### src/rtl/rx_arb_pkg.sv
// Shared types, constants and the round-robin selection helper for rx_queue_arbiter.
package rx_arb_pkg;

  typedef enum logic {
    IDLE = 1'b0,
    PKT  = 1'b1
  } state_e;

  localparam int CNT_WIDTH  = 32;
  localparam int MAX_QUEUES = 8;

  // Pick the first requesting queue at or after last+1, wrapping modulo nq.
  // Returns last unchanged when nothing requests (caller only uses it when |req).
  function automatic logic [2:0] rr_next(input logic [MAX_QUEUES-1:0] req,
                                         input logic [2:0]            last,
                                         input int                    nq);
    logic [2:0] pick;
    logic       found;
    int         idx;
    pick  = last;
    found = 1'b0;
    for (int i = 1; i <= MAX_QUEUES; i++) begin
      idx = (int'(last) + i) % nq;
      if (!found && (i <= nq) && req[3'(idx)]) begin
        pick  = 3'(idx);
        found = 1'b1;
      end
    end
    return pick;
  endfunction

endpackage

### src/rtl/axis_skid_buf.sv
// Two-entry registered AXI-Stream slice. in_ready is a flop ("fewer than two
// entries held"), so there is no combinational path from out_ready to in_ready.
module axis_skid_buf #(
  parameter int WIDTH = 8
) (
  input  logic             clk,
  input  logic             reset_n,
  input  logic [WIDTH-1:0] in_data,
  input  logic             in_valid,
  output logic             in_ready,
  output logic [WIDTH-1:0] out_data,
  output logic             out_valid,
  input  logic             out_ready
);

  logic [1:0]       cnt_q, cnt_d;
  logic [WIDTH-1:0] head_q, head_d;
  logic [WIDTH-1:0] tail_q, tail_d;
  logic             rdy_q;
  logic             push, pop;

  assign push = in_valid & rdy_q;
  assign pop  = (cnt_q != 2'd0) & out_ready;

  // Next-state for occupancy and the head/tail entries.
  always_comb begin
    // NOTE: every variable gets a default here so no path leaves it unassigned (no latch).
    cnt_d  = cnt_q;
    head_d = head_q;
    tail_d = tail_q;
    case (cnt_q)
      2'd0: if (push) begin
        head_d = in_data;
        cnt_d  = 2'd1;
      end
      2'd1: begin
        case ({push, pop})
          2'b11: head_d = in_data;
          2'b10: begin
            tail_d = in_data;
            cnt_d  = 2'd2;
          end
          2'b01: cnt_d = 2'd0;
          default: ;
        endcase
      end
      2'd2: if (pop) begin
        head_d = tail_q;
        cnt_d  = 2'd1;
      end
      default: cnt_d = 2'd0;
    endcase
  end

  // State registers; ready is computed from next occupancy so it never overfills.
  always_ff @(posedge clk or negedge reset_n) begin
    if (!reset_n) begin
      // NOTE: data entries are reset too, because the merged output must read 0 after reset.
      cnt_q  <= 2'd0;
      head_q <= '0;
      tail_q <= '0;
      rdy_q  <= 1'b0;
    end else begin
      // NOTE: non-blocking assignments so all flops update from pre-edge values.
      cnt_q  <= cnt_d;
      head_q <= head_d;
      tail_q <= tail_d;
      rdy_q  <= (cnt_d != 2'd2);
    end
  end

  assign in_ready  = rdy_q;
  assign out_valid = (cnt_q != 2'd0);
  assign out_data  = head_q;

endmodule

### src/rtl/rx_queue_arbiter.sv
// Packet-granular round-robin merge of NUM_QUEUES AXI-Stream receive queues.
// Optional per-queue packet counters are built when RX_ARB_PKT_CNT_EN is defined.
module rx_queue_arbiter
  import rx_arb_pkg::*;
#(
  parameter int DATA_WIDTH = 64,
  parameter int NUM_QUEUES = 4,
  parameter int QSEL_WIDTH = 3
) (
  input  logic                             clk,
  input  logic                             reset_n,
  input  logic [NUM_QUEUES*DATA_WIDTH-1:0] s_tdata,
  input  logic [NUM_QUEUES*DATA_WIDTH/8-1:0] s_tstrb,
  input  logic [NUM_QUEUES-1:0]            s_tvalid,
  input  logic [NUM_QUEUES-1:0]            s_tlast,
  output logic [NUM_QUEUES-1:0]            s_tready,
  output logic [DATA_WIDTH-1:0]            m_tdata,
  output logic [DATA_WIDTH/8-1:0]          m_tstrb,
  output logic                             m_tvalid,
  output logic                             m_tlast,
  output logic [QSEL_WIDTH-1:0]            m_tuser,
  input  logic                             m_tready
`ifdef RX_ARB_PKT_CNT_EN
  ,
  output logic [NUM_QUEUES*CNT_WIDTH-1:0]  pkt_cnt
`endif
);

  localparam int STRB_W = DATA_WIDTH / 8;
  localparam int PAY_W  = DATA_WIDTH + STRB_W + 1 + QSEL_WIDTH;

  state_e                state_q, state_d;
  logic [QSEL_WIDTH-1:0] grant_q, grant_d;
  logic [QSEL_WIDTH-1:0] last_grant_q, last_grant_d;

  logic                  in_valid;
  logic [DATA_WIDTH-1:0] in_data;
  logic [STRB_W-1:0]     in_strb;
  logic                  in_last;
  logic                  skid_ready;
  logic                  pkt_done;
  logic [PAY_W-1:0]      skid_out;
  logic [MAX_QUEUES-1:0] req;

  assign req = MAX_QUEUES'(s_tvalid);

  // Route the granted queue into the skid stage and give it the skid's ready.
  always_comb begin
    in_valid = 1'b0;
    in_data  = '0;
    in_strb  = '0;
    in_last  = 1'b0;
    s_tready = '0;
    for (int q = 0; q < NUM_QUEUES; q++) begin
      if ((state_q == PKT) && (grant_q == QSEL_WIDTH'(q))) begin
        in_valid    = s_tvalid[q];
        in_data     = s_tdata[q*DATA_WIDTH +: DATA_WIDTH];
        in_strb     = s_tstrb[q*STRB_W +: STRB_W];
        in_last     = s_tlast[q];
        s_tready[q] = skid_ready;
      end
    end
  end

  assign pkt_done = in_valid & skid_ready & in_last;

  // Arbitrate in IDLE, hold the grant through PKT until the tlast beat transfers.
  always_comb begin
    state_d      = state_q;
    grant_d      = grant_q;
    last_grant_d = last_grant_q;
    case (state_q)
      IDLE: if (|s_tvalid) begin
        grant_d = QSEL_WIDTH'(rr_next(req, 3'(last_grant_q), NUM_QUEUES));
        state_d = PKT;
      end
      PKT: if (pkt_done) begin
        last_grant_d = grant_q;
        state_d      = IDLE;
      end
      default: state_d = IDLE;
    endcase
  end

  // FSM and grant registers; last_grant starts at the top queue so queue 0 wins first.
  always_ff @(posedge clk or negedge reset_n) begin
    if (!reset_n) begin
      state_q      <= IDLE;
      grant_q      <= '0;
      last_grant_q <= QSEL_WIDTH'(NUM_QUEUES - 1);
    end else begin
      state_q      <= state_d;
      grant_q      <= grant_d;
      last_grant_q <= last_grant_d;
    end
  end

  axis_skid_buf #(.WIDTH(PAY_W)) u_skid (
    .clk       (clk),
    .reset_n   (reset_n),
    .in_data   ({in_data, in_strb, in_last, grant_q}),
    .in_valid  (in_valid),
    .in_ready  (skid_ready),
    .out_data  (skid_out),
    .out_valid (m_tvalid),
    .out_ready (m_tready)
  );

  assign {m_tdata, m_tstrb, m_tlast, m_tuser} = skid_out;

`ifdef RX_ARB_PKT_CNT_EN
  logic [NUM_QUEUES-1:0][CNT_WIDTH-1:0] cnt_q;

  // Per-queue forwarded-packet counters, wrapping naturally at 2^32.
  always_ff @(posedge clk or negedge reset_n) begin
    if (!reset_n) begin
      cnt_q <= '0;
    end else begin
      for (int q = 0; q < NUM_QUEUES; q++) begin
        if (pkt_done && (grant_q == QSEL_WIDTH'(q))) cnt_q[q] <= cnt_q[q] + CNT_WIDTH'(1);
      end
    end
  end

  assign pkt_cnt = cnt_q;
`endif

endmodule
### config.mk
export PLATFORM = sky130hd
export DESIGN_NAME = rx_queue_arbiter
export DESIGN_NICKNAME = d
export VERILOG_FILES = /design/src/rtl/rx_arb_pkg.sv /design/src/rtl/axis_skid_buf.sv /design/src/rtl/rx_queue_arbiter.sv
export SDC_FILE = /design/constraint.sdc
export NUM_CORES = 1
export LEC_CHECK = 0
export CORE_UTILIZATION = 45
export DETAILED_ROUTE_END_ITERATION = 7
export DONT_BUFFER_PORTS = 1
export REMOVE_ABC_BUFFERS = 1
export SETUP_SLACK_MARGIN = 0.15
export SLEW_MARGIN = 10
export SYNTH_ARGS = -nofsm -noshare
export SYNTH_HDL_FRONTEND = slang
export SYNTH_HIERARCHICAL = 1
export SYNTH_SLANG_ARGS = --single-unit
### constraint.sdc
create_clock -name clk -period 2.51 [get_ports clk]
set_input_delay 0.3765 -clock clk [delete_from_list [all_inputs] [get_ports clk]]
set_output_delay 0.3765 -clock clk [all_outputs]
set_load 0.01 [all_outputs]
==> results of run 1 <==
## synth_stat cells, drive strengths merged (2+ instances only)
master	instances	area [um^2]
mux2	229	2730
dfrtp	159	3980
nor2b	76	483
mux4	72	1620
buf	41	305
clkbuf	11	41.3
mux2i	7	70.1
nor2	5	18.8
inv	4	15.0
nand2	4	17.5
a21oi	3	15.0
nand2b	3	18.8
nand3b	3	22.5
o21ai	3	15.0
dfstp	2	52.6
ha	2	25.0
nand4bb	2	22.5
o22ai	2	18.8
or2	2	12.5
## critical path, cell delays in order, from the launching register on
cell and delay (ns):
dfrtp_4 0.49, buf_6 0.13, mux2i_1 0.12, nand2b_1 0.16, a21oi_2 0.16, and2_4 0.18, ha_4 0.14, nand2_4 0.05
o211ai_4 0.23, buf_4 0.20, clkbuf_16 0.17, mux2_2 0.33
## sequential cells by signal, indices dropped and copies added (netlist names)
name             cells
grant_q              3
last_grant_q         2
state_q              1
u_skid/cnt_q         2
u_skid/in_ready      1
u_skid/out_data     76
u_skid/tail_q       76
## area by class of cell
class	count	area, um^2	area share (%)
diodes	3	7.51	0.0697
clock inverters	13	121	1.13
inverters	4	15.0	0.139
flip-flops and latches	161	4040	37.5
clock buffers	18	429	3.98
well taps	275	344	3.19
multi-input cells	426	5260	48.8
repair buffers	40	567	5.26
## worst max-delay path by stage
| stage | endpoint | slack (ns) |
|---|---|---|
| floorplan | u_skid/out_data[0] | -4.95 |
| global placement | u_skid/out_data[22] | 0.02 |
| detailed placement | u_skid/tail_q[58] | -0.01 |
| CTS | u_skid/out_data[9] | 0.07 |
| global route | u_skid/out_data[64] | -0.05 |
| finish | u_skid/out_data[64] | 0.04 |
## cells by family after synthesis
family                   share of synthesized area [%]
AO/OA/AOI/OAI                                     1.04
adder cells (fa/ha/maj)                          0.261
buffers and inverters                             3.77
flip-flops                                        42.0
multiplexers                                      46.1
AND/OR/NAND/NOR                                   6.76
## power groups by stage
stage,combinational (mW),sequential (mW),clock [mW]
after floorplan,6.44,5.18,0
after global placement,8.06,5.14,0
after detailed placement,8.40,5.20,0
after CTS,9.02,5.17,2.54
after global routing,9.80,5.29,2.66
final,9.12,5.15,2.47
## timing repair
action | in CTS | in global routing
cloned | 3 | 2
setup endpoints to repair | 152 | 154
resized for setup | 22 | 5
endpoints found under the hold margin | 161 | 161
pin swaps | 4 | 2
buffers inserted | 9 | 1
## routing by layer
| metal | track usage [%] | up-vias |
|---|---|---|
| li1 | - | 2421 |
| met1 | 24.5 | 2849 |
| met2 | 37.5 | 244 |
| met3 | 5.99 | 30 |
| met4 | 8.14 | 2 |
| met5 | 0 | - |
==> out/qor.yml, run 1 <==
outcome:
  status: "finished with violations"
  violations: "hold timing"
clock_network:
  cts_buffers: 17
  cts_max_path_buffers: 2
  clk_latency_ns: 0.43
  root_buffer: "clkbuf_16"
  h-tree-depth: 4
  cts_tree: "built"
  path_clk_slew_ns: 0.07
  clkSinkCount: 161
synth:
  synth_area_mm2: 0.00959
  syn_avg_cell_area_um2: 14.9
  synth-seq-cells: 161
  ys_types: 40
  ys_seq_area_share_pct: 42.0
  yosysWarnings: 6
  synth_ff_type: "dfrtp_1"
  synth_edf_count: 0
  synthArstFlopShare_pct: 100
  syn_inst: 643
detailed_routing:
  wire_per_inst_um: 24.7
  drc: 0
  wl_met3_mm: 1.76
  ant_nets: 0
  avgViaCountPerCell: 5.90
  wl_met1_mm: 8.99
  first_iter_violations: 177
  dr_wl_met2_mm: 12.1
  num_vias: 5546
  wl_mm: 23.2
  first_pass_iters: 4
  highest_layer: "met5"
pwr:
  p_clk_share_pct: 14.8
  internal_power_mw: 10.9
  leakage_nw: 4.44
  pwr-share-comb_pct: 54.5
  seqPwrFrac_pct: 30.8
  p_per_area_mw_per_mm2: 1550
  total_power_mw: 16.7
  p_sw_mw: 5.81
  peakVddDrop_mv: 0.833
  sw_frac_of_total_pct: 34.7
global_routing:
  grt_first_pass_wirelength_mm: 35.1
  grt_pass1_vias: 6154
  grt_remaining_overflow: 0
  grt_max_degree: 162
  grt_usage_pct: 21.3
  antenna_found_initial: 4
worst_setup_path:
  crit_path_start_kind: "register"
  worstSetupPathType: "reg -> reg"
  reg2reg_to: "u_skid/out_data[64]"
  reg2reg_slack_ns: 0.04
  critPathCaptureType: "register"
  r2r_cells: 11
  crit_start: "grant_q[0]"
  critPathMaxFanout: 9
  critPathArrivalTime_ns: 2.78
  cp.required_ns: 2.82
  r2r-start: "grant_q[0]"
final_layout:
  nNetsFinal: 951
  layout_commonest_cell: "mux2_2"
  fill_cells: 1785
  fin_area_mm2: 0.0108
  final_core_util_pct: 51.4
  final_cell_mix: "mux2_2, dfrtp_1, nor2b_1"
  fin_cells: 940
  syn_to_final_growth_pct: 12.4
  drive_gt1_share_pct: 58.5
floorplan:
  start_util_pct: 45.8
  coreArea_mm2: 0.0210
  die_area_mm2: 0.0219
  num_io_pins: 380
  die_h_um: 148
  row_count: 53
  fp.dieW_um: 148
sta:
  hold_viol_final: 161
  rsz0062_at_grt: "yes"
  tns_ns: 0
  slew_headroom_pct: 42.3
  worst_hold_slack_ns: -0.357
  finClkSkew_ns: 0.0121
  final.setup.worst_slack_ns: 0.0392
  period_needed_ns: 2.47
  fin_crit_sh_pct: 98.4
  tightest_slew_ns: 0.866
  slew_violations: 0
  clock.fmax_ghz: 0.405
  setup_viol: 0
placed_design:
  port-buffer-count: 0
  postPlaceCellArea_mm2: 0.00992
  dp_hpwl_mm: 15.5
  dp_cells: 891
  detailedPlace.worstSlack_ns: -0.0132
  place_congestion: 0.827
min_path:
  hold_path.class: "in -> async"
run:
  maxCapViolCount: 0
No activity file was read; power rests on OpenSTA's default activity.
==> inputs of run 2 (changes only) <==
CORE_ASPECT_RATIO = 1.75   (was not set)
CORE_UTILIZATION = 40   (was 45)
MAX_ROUTING_LAYER = met4   (was not set)
==> run 2 against run 1 <==
  * The flow still finishes with violations (hold timing)
  * Clock power is 5% higher
  * First-iteration DRC count is 51% higher
  * Clock skew is 0.0025 ns lower
  * Total power is 3.3% higher
  * Count of clock-buffer cells in the layout is 4 higher
  * Maximum frequency is 1.1% higher
  * Largest power group unchanged
==> out/qor.yml, run 2 (synthesized netlist as in run 1, its figures left out) <==
outcome:
  status: "finished with violations"
  violations: "hold timing"
detailed_routing:
  avgViaCountPerCell: 5.85  # -0.91%
  drc: 0  # unchanged
  first_iter_violations: 268  # +51%
  num_vias: 5636  # +1.6%
  wire_per_inst_um: 26.3  # +6.6%
  ant_nets: 0  # unchanged
  first_pass_iters: 4  # unchanged
  wl_mm: 25.4  # +9.4%
placed_design:
  port-buffer-count: 0  # unchanged
  dp_hpwl_mm: 16.0  # +3.2%
  dp_cells: 911  # +2.2%
  postPlaceCellArea_mm2: 0.00984  # -0.82%
  place_congestion: 0.812  # -1.8%
run:
  maxCapViolCount: 0  # unchanged
pwr:
  p_per_area_mw_per_mm2: 1580  # +1.8%
  pwr-share-comb_pct: 55.2  # +0.7 points
  internal_power_mw: 11.4  # +4.0%
  sw_frac_of_total_pct: 34.2  # -0.44 points
  seqPwrFrac_pct: 29.8  # -1.0 points
  leakage_nw: 4.51  # +1.5%
  p_clk_share_pct: 15.0  # +0.2 points
  peakVddDrop_mv: 0.775  # -7.0%
  p_sw_mw: 5.93  # +2.0%
sta:
  clock.fmax_ghz: 0.409  # +1.1%
  slew_headroom_pct: 41.5  # -0.76 points
  finClkSkew_ns: 0.00959  # -0.00251 ns
  period_needed_ns: 2.44  # -0.0260 ns
  setup_viol: 0  # unchanged
  worst_hold_slack_ns: -0.360  # -0.00240 ns
  hold_viol_final: 161  # unchanged
  slew_violations: 0  # unchanged
  fin_crit_sh_pct: 97.4  # -1.0 points
  tightest_slew_ns: 0.877  # +0.0114 ns
  rsz0062_at_grt: "yes"
worst_setup_path:
  cp.required_ns: 2.83  # about the same
  reg2reg_slack_ns: 0.07  # +0.03 ns
  crit_path_start_kind: "register"
  path_buf_inv: 2  # -1
  worstSetupPathType: "reg -> reg"
  crit_family: "multiplexers"
  critPathMaxFanout: 18  # +9
  critPathArrivalTime_ns: 2.76  # -0.02 ns
  crit_chain: "mux2i_2 -> or2_4 -> a21oi_2 -> and2_4 -> ha_4 -> nand2_4 -> o211ai_4 -> buf_8 -> buf_16 -> mux2_2"
  critPathCaptureType: "register"
  crit_path_max_incr_delay_ns: 0.50  # about the same
  slowest_stage: "dfrtp_4"
final_layout:
  nNetsFinal: 946  # -0.53%
  fin_cells: 964  # +2.6%
  drive_gt1_share_pct: 58.4  # -0.10 points
  fill_cells: 2111  # +18%
  fin_area_mm2: 0.0109  # +1.5%
  final_cell_mix: "mux2_2, dfrtp_1, nor2b_1"
  layout_commonest_cell: "mux2_2"
  syn_to_final_growth_pct: 14.1
clock_network:
  cts_max_path_buffers: 2  # unchanged
  root_buffer: "clkbuf_16"
  h-tree-depth: 4  # unchanged
  cts_tree: "built"
  path_clk_slew_ns: 0.06  # about the same
  clkSinkCount: 161  # unchanged
  clk_latency_ns: 0.44  # about the same
  cts_buffers: 17  # unchanged
floorplan:
  start_util_pct: 40.9  # -4.8 points
  row_count: 74  # +40%
  num_io_pins: 380  # unchanged
  fp.dieW_um: 119  # -20%
  die_h_um: 207  # +40%
  coreArea_mm2: 0.0234  # +12%
  die_area_mm2: 0.0246  # +12%
min_path:
  hold_path.class: "in -> async"
global_routing:
  grt_first_pass_wirelength_mm: 37.3  # +6.4%
  grt_usage_pct: 21.3  # +0.043 points
  antenna_found_initial: 2  # -2
  grt_remaining_overflow: 0  # unchanged
  grt_pass1_vias: 6274  # +1.9%
  grt_max_degree: 162  # unchanged
==> run 2: cell count changes in the layout (fill, tap and decap cells not counted), moves of 4 or more <==
| cell | before | now |
|---|---|---|
| buf_12 | 11 | 7 |
| buf_16 | 3 | 9 |
| buf_4 | 17 | 12 |
| clkinv_2 | 0 | 5 |
| inv_8 | 4 | 0 |
| mux2_2 | 183 | 169 |
| mux2_4 | 46 | 60 |
==> run 2: power by group through the flow <==
| stage | clock network [mW] | registers [mW] | logic, mW |
|---|---|---|---|
| 2_1_floorplan | 0 | 5.18 | 6.44 |
| 3_3_place_gp | 0 | 5.14 | 7.79 |
| 3_5_place_dp | 0 | 5.21 | 8.05 |
| 4_1_cts | 2.69 | 5.18 | 9.35 |
| 5_1_grt | 2.78 | 5.32 | 10.3 |
| 6_report | 2.59 | 5.17 | 9.55 |
==> run 2: final timing paths <==
path / startpoint / end / cells after the start
worst max-delay path: grant_q[0] / u_skid/out_data[71] / 10
worst min-delay path: reset_n / u_skid/out_data[11] / 0
worst max register to register: grant_q[0] / u_skid/out_data[71] / 10
max in group asynchronous: reset_n / u_skid/tail_q[0] / 0
worst min register to register: u_skid/tail_q[56] / u_skid/tail_q[56] / 1
min in group clk: m_tready / u_skid/in_ready / 1
==> run 2: routing by layer <==
| layer | routed length [um] | GRT usage (%) | up-vias |
|---|---|---|---|
| met2 | 13400 | 35.9 | 241 |
| met1 | 9520 | 23.2 | 2945 |
| met5 | 0 | - | - |
| met3 | 1720 | 6.18 | 44 |
| met4 | 761 | 9.72 | 0 |
| li1 | - | - | 2406 |
==> run 2: area by class of cell <==
class / instances / area (um^2) / area share, %
clock inverter: 10 / 109 / 0.995
timing repair buffer: 35 / 592 / 5.41
multi-input combinational: 426 / 5320 / 48.7
tap: 304 / 380 / 3.48
antenna: 2 / 5.00 / 0.0458
clock buffer: 22 / 474 / 4.34
sequential: 161 / 4040 / 36.9
inverter: 4 / 15.0 / 0.137
==> run 2: timing repair <==
action	CTS	global route
endpoints found under the setup margin	154	154
gates cloned	8	2
hold endpoints to repair	161	161
pin swaps	1	3
setup buffers	9	0
gates resized for setup	29	17
==> run 2: worst register-to-register path: cells and delay by family (launching register included) <==
family,cells,cell delay (ns)
multiplexers,2,0.54
adder cells (fa/ha/maj),1,0.13
buffers and inverters,2,0.37
AO/OA/AOI/OAI,2,0.35
AND/OR/NAND/NOR,3,0.45
flip-flops,1,0.50
==> run 2: stage by stage <==
stage	setup WS (ns)	utilization, %	hold WS, ns	TNS [ns]	power, mW
6_report	0.0652	46.7	-0.360	0	17.3
5_1_grt	-0.0204	46.7	-0.399	-0.0750	18.4
4_1_cts	0.0224	46.2	-0.403	0	17.2
3_5_place_dp	-0.0955	42.0	0.0875	-3.86	13.3
3_3_place_gp	-0.0537	42.0	0.0875	-1.71	12.9
2_1_floorplan	-4.95	-	0.0809	-723.95	11.6
==> inputs of run 3 (changes only) <==
clock period = 2.4 ns   (was 2.51 ns; I/O delays follow)
==> run 3 against run 2 <==
  * The flow finishes with violations (hold timing, setup timing)
  * Die area stayed put
  * Non-clock buffer count is 28 higher
  * Sequential power is 4.8% higher
  * Final cell count is 3.0% higher
  * Clock skew is 0.0044 ns higher
  * Via count is 3.5% higher
  * Clock power is 7% higher
  * Critical path depth is 2 higher
  * Maximum frequency is 2.5% lower
  * Critical path type unchanged
  * Critical endpoint is now u_skid/out_data[46]
==> out/qor.yml, run 3 (synthesized netlist as in run 1, its figures left out) <==
placed_design:
  port-buffer-count: 0  # unchanged
  postPlaceCellArea_mm2: 0.00985  # +0.18%
  place_congestion: 0.820  # +1.0%
  dp_hpwl_mm: 16.2  # +1.5%
sta:
  fin_crit_sh_pct: 104  # +7.0 points
  final.setup.worst_slack_ns: -0.106  # -0.172 ns
  setup_viol: 145  # +145
  tightest_slew_ns: 0.879  # +0.00155 ns
  finClkSkew_ns: 0.0140  # +0.00441 ns
  period_needed_ns: 2.51  # +0.0616 ns
  slew_violations: 0  # unchanged
  slew_headroom_pct: 41.4  # -0.10 points
  hold_viol_final: 159  # -1.2%
  worst_hold_slack_ns: -0.370  # -0.0101 ns
  rsz0062_at_grt: "yes"
  clock.fmax_ghz: 0.399  # -2.5%
clock_network:
  h-tree-depth: 4  # unchanged
  cts_tree: "built"
  cts_max_path_buffers: 2  # unchanged
  clk_latency_ns: 0.44  # about the same
  root_buffer: "clkbuf_16"
  cts_buffers: 17  # unchanged
  path_clk_slew_ns: 0.07  # about the same
  clkSinkCount: 161  # unchanged
global_routing:
  grt_first_pass_wirelength_mm: 38.9  # +4.2%
  antenna_found_initial: 3  # +1
  grt_usage_pct: 22.2  # +0.88 points
  grt_max_degree: 162  # unchanged
  grt_remaining_overflow: 0  # unchanged
  grt_pass1_vias: 6225  # -0.78%
final_layout:
  nNetsFinal: 974  # +3.0%
  drive_gt1_share_pct: 60.1  # +1.8 points
  syn_to_final_growth_pct: 23.2
  final_cell_mix: "dfrtp_1, mux2_4, mux2_2"
  layout_commonest_cell: "dfrtp_1"
  fin_area_mm2: 0.0118  # +8.0%
worst_setup_path:
  r2r_cells: 12  # +2
  worstSetupPathType: "reg -> reg"
  reg2reg_to: "u_skid/out_data[46]"
  r2r-start: "grant_q[0]"
  critPathArrivalTime_ns: 2.82  # +0.06 ns
  critPathCaptureType: "register"
  reg2reg_slack_ns: -0.11  # -0.17 ns
  cp.required_ns: 2.71  # -0.12 ns
  crit_path_start_kind: "register"
  critPathMaxFanout: 8  # -10
detailed_routing:
  wl_met3_mm: 1.81  # +5.2%
  drc: 0  # unchanged
  dr_wl_met2_mm: 15.1  # +13%
  first_iter_violations: 304  # +13%
  first_pass_iters: 6  # +2
  ant_nets: 0  # unchanged
  highest_layer: "met4"
  wl_mm: 27.8  # +9.4%
  wire_per_inst_um: 28.0  # +6.2%
  wl_met1_mm: 10.2  # +7.0%
  avgViaCountPerCell: 5.87  # +0.44%
  num_vias: 5831  # +3.5%
min_path:
  hold_path.class: "in -> async"
floorplan:
  coreArea_mm2: 0.0234  # unchanged
  die_h_um: 207  # unchanged
  start_util_pct: 40.9  # unchanged
  fp.dieW_um: 119  # unchanged
  row_count: 74  # unchanged
  die_area_mm2: 0.0246  # unchanged
  num_io_pins: 380  # unchanged
outcome:
  status: "finished with violations"
  violations: "hold timing, setup timing"
pwr:
  peakVddDrop_mv: 0.671  # -13%
  leakage_nw: 5.11  # +13%
  p_per_area_mw_per_mm2: 1750  # +11%
run:
  maxCapViolCount: 0  # unchanged
## run 3: changes by cell type in the layout (fill, tap and decap cells not counted), moves of 5 or more
| cell | before | now |
|---|---|---|
| buf_6 | 3 | 9 |
| buf_16 | 9 | 18 |
| mux2_2 | 169 | 93 |
| buf_12 | 7 | 12 |
| mux2_4 | 60 | 136 |
| clkbuf_1 | 2 | 7 |
## run 3: cell type report
cell class | count | area (um^2)
tap | 304 | 380
multi-input combinational | 426 | 5640
sequential | 161 | 4040
fill | 2007 | 11600
inverter | 4 | 15.0
timing repair buffer | 63 | 1150
clock inverter | 5 | 103
antenna | 4 | 10.0
clock buffer | 26 | 479
## run 3: metrics by stage
stage               power, mW  setup TNS (ns)  worst slack (ns)  instances  utilization [%]
floorplan                12.0         -741.81             -5.06        591                -
CTS                      19.6          -11.35            -0.131        980             48.5
global route             21.7          -19.48            -0.167        992             50.4
finish                   20.7           -9.47            -0.106        993             50.4
global placement         13.5           -8.37            -0.145        915             42.1
detailed placement       13.9          -14.81            -0.204        915             42.1
## run 3: per-layer routing
layer / global-route usage [%] / vias up
li1: - / 2473
met1: 25.1 / 3060
met2: 37.9 / 258
met3: 5.38 / 40
met4: 8.68 / 0
met5: - / -
## run 3: worst max-delay path by stage
stage          startpoint                  end  slack [ns]
3_3_place_gp   grant_q[0]  u_skid/out_data[75]       -0.15
6_report       grant_q[0]  u_skid/out_data[46]       -0.11
2_1_floorplan  grant_q[0]   u_skid/out_data[0]       -5.06
4_1_cts        grant_q[0]  u_skid/out_data[42]       -0.13
5_1_grt        grant_q[0]  u_skid/out_data[46]       -0.17
3_5_place_dp   grant_q[0]  u_skid/out_data[46]       -0.20
## run 3: timing repair
item,in CTS,in global routing
pin swaps,1,4
setup endpoints to repair,158,158
endpoints found under the hold margin,161,161
buffers inserted,19,3
resized for setup,85,65
cloned,15,6
## run 3: critical path: stages, from the launching register on
cell and delay, ns:
dfrtp_4 0.50, buf_6 0.13, mux2i_2 0.14, nand2b_4 0.15, a21oi_4 0.15, and2_4 0.18, ha_4 0.13, nand2_4 0.05
o211ai_4 0.17, buf_12 0.18, buf_4 0.14, buf_16 0.13, mux2_4 0.31
## run 3: power by group
group | switching, mW | internal [mW] | total [mW]
Sequential | 1.27 | 4.15 | 5.42
Combinational | 4.60 | 7.90 | 12.5
Clock | 1.07 | 1.69 | 2.76
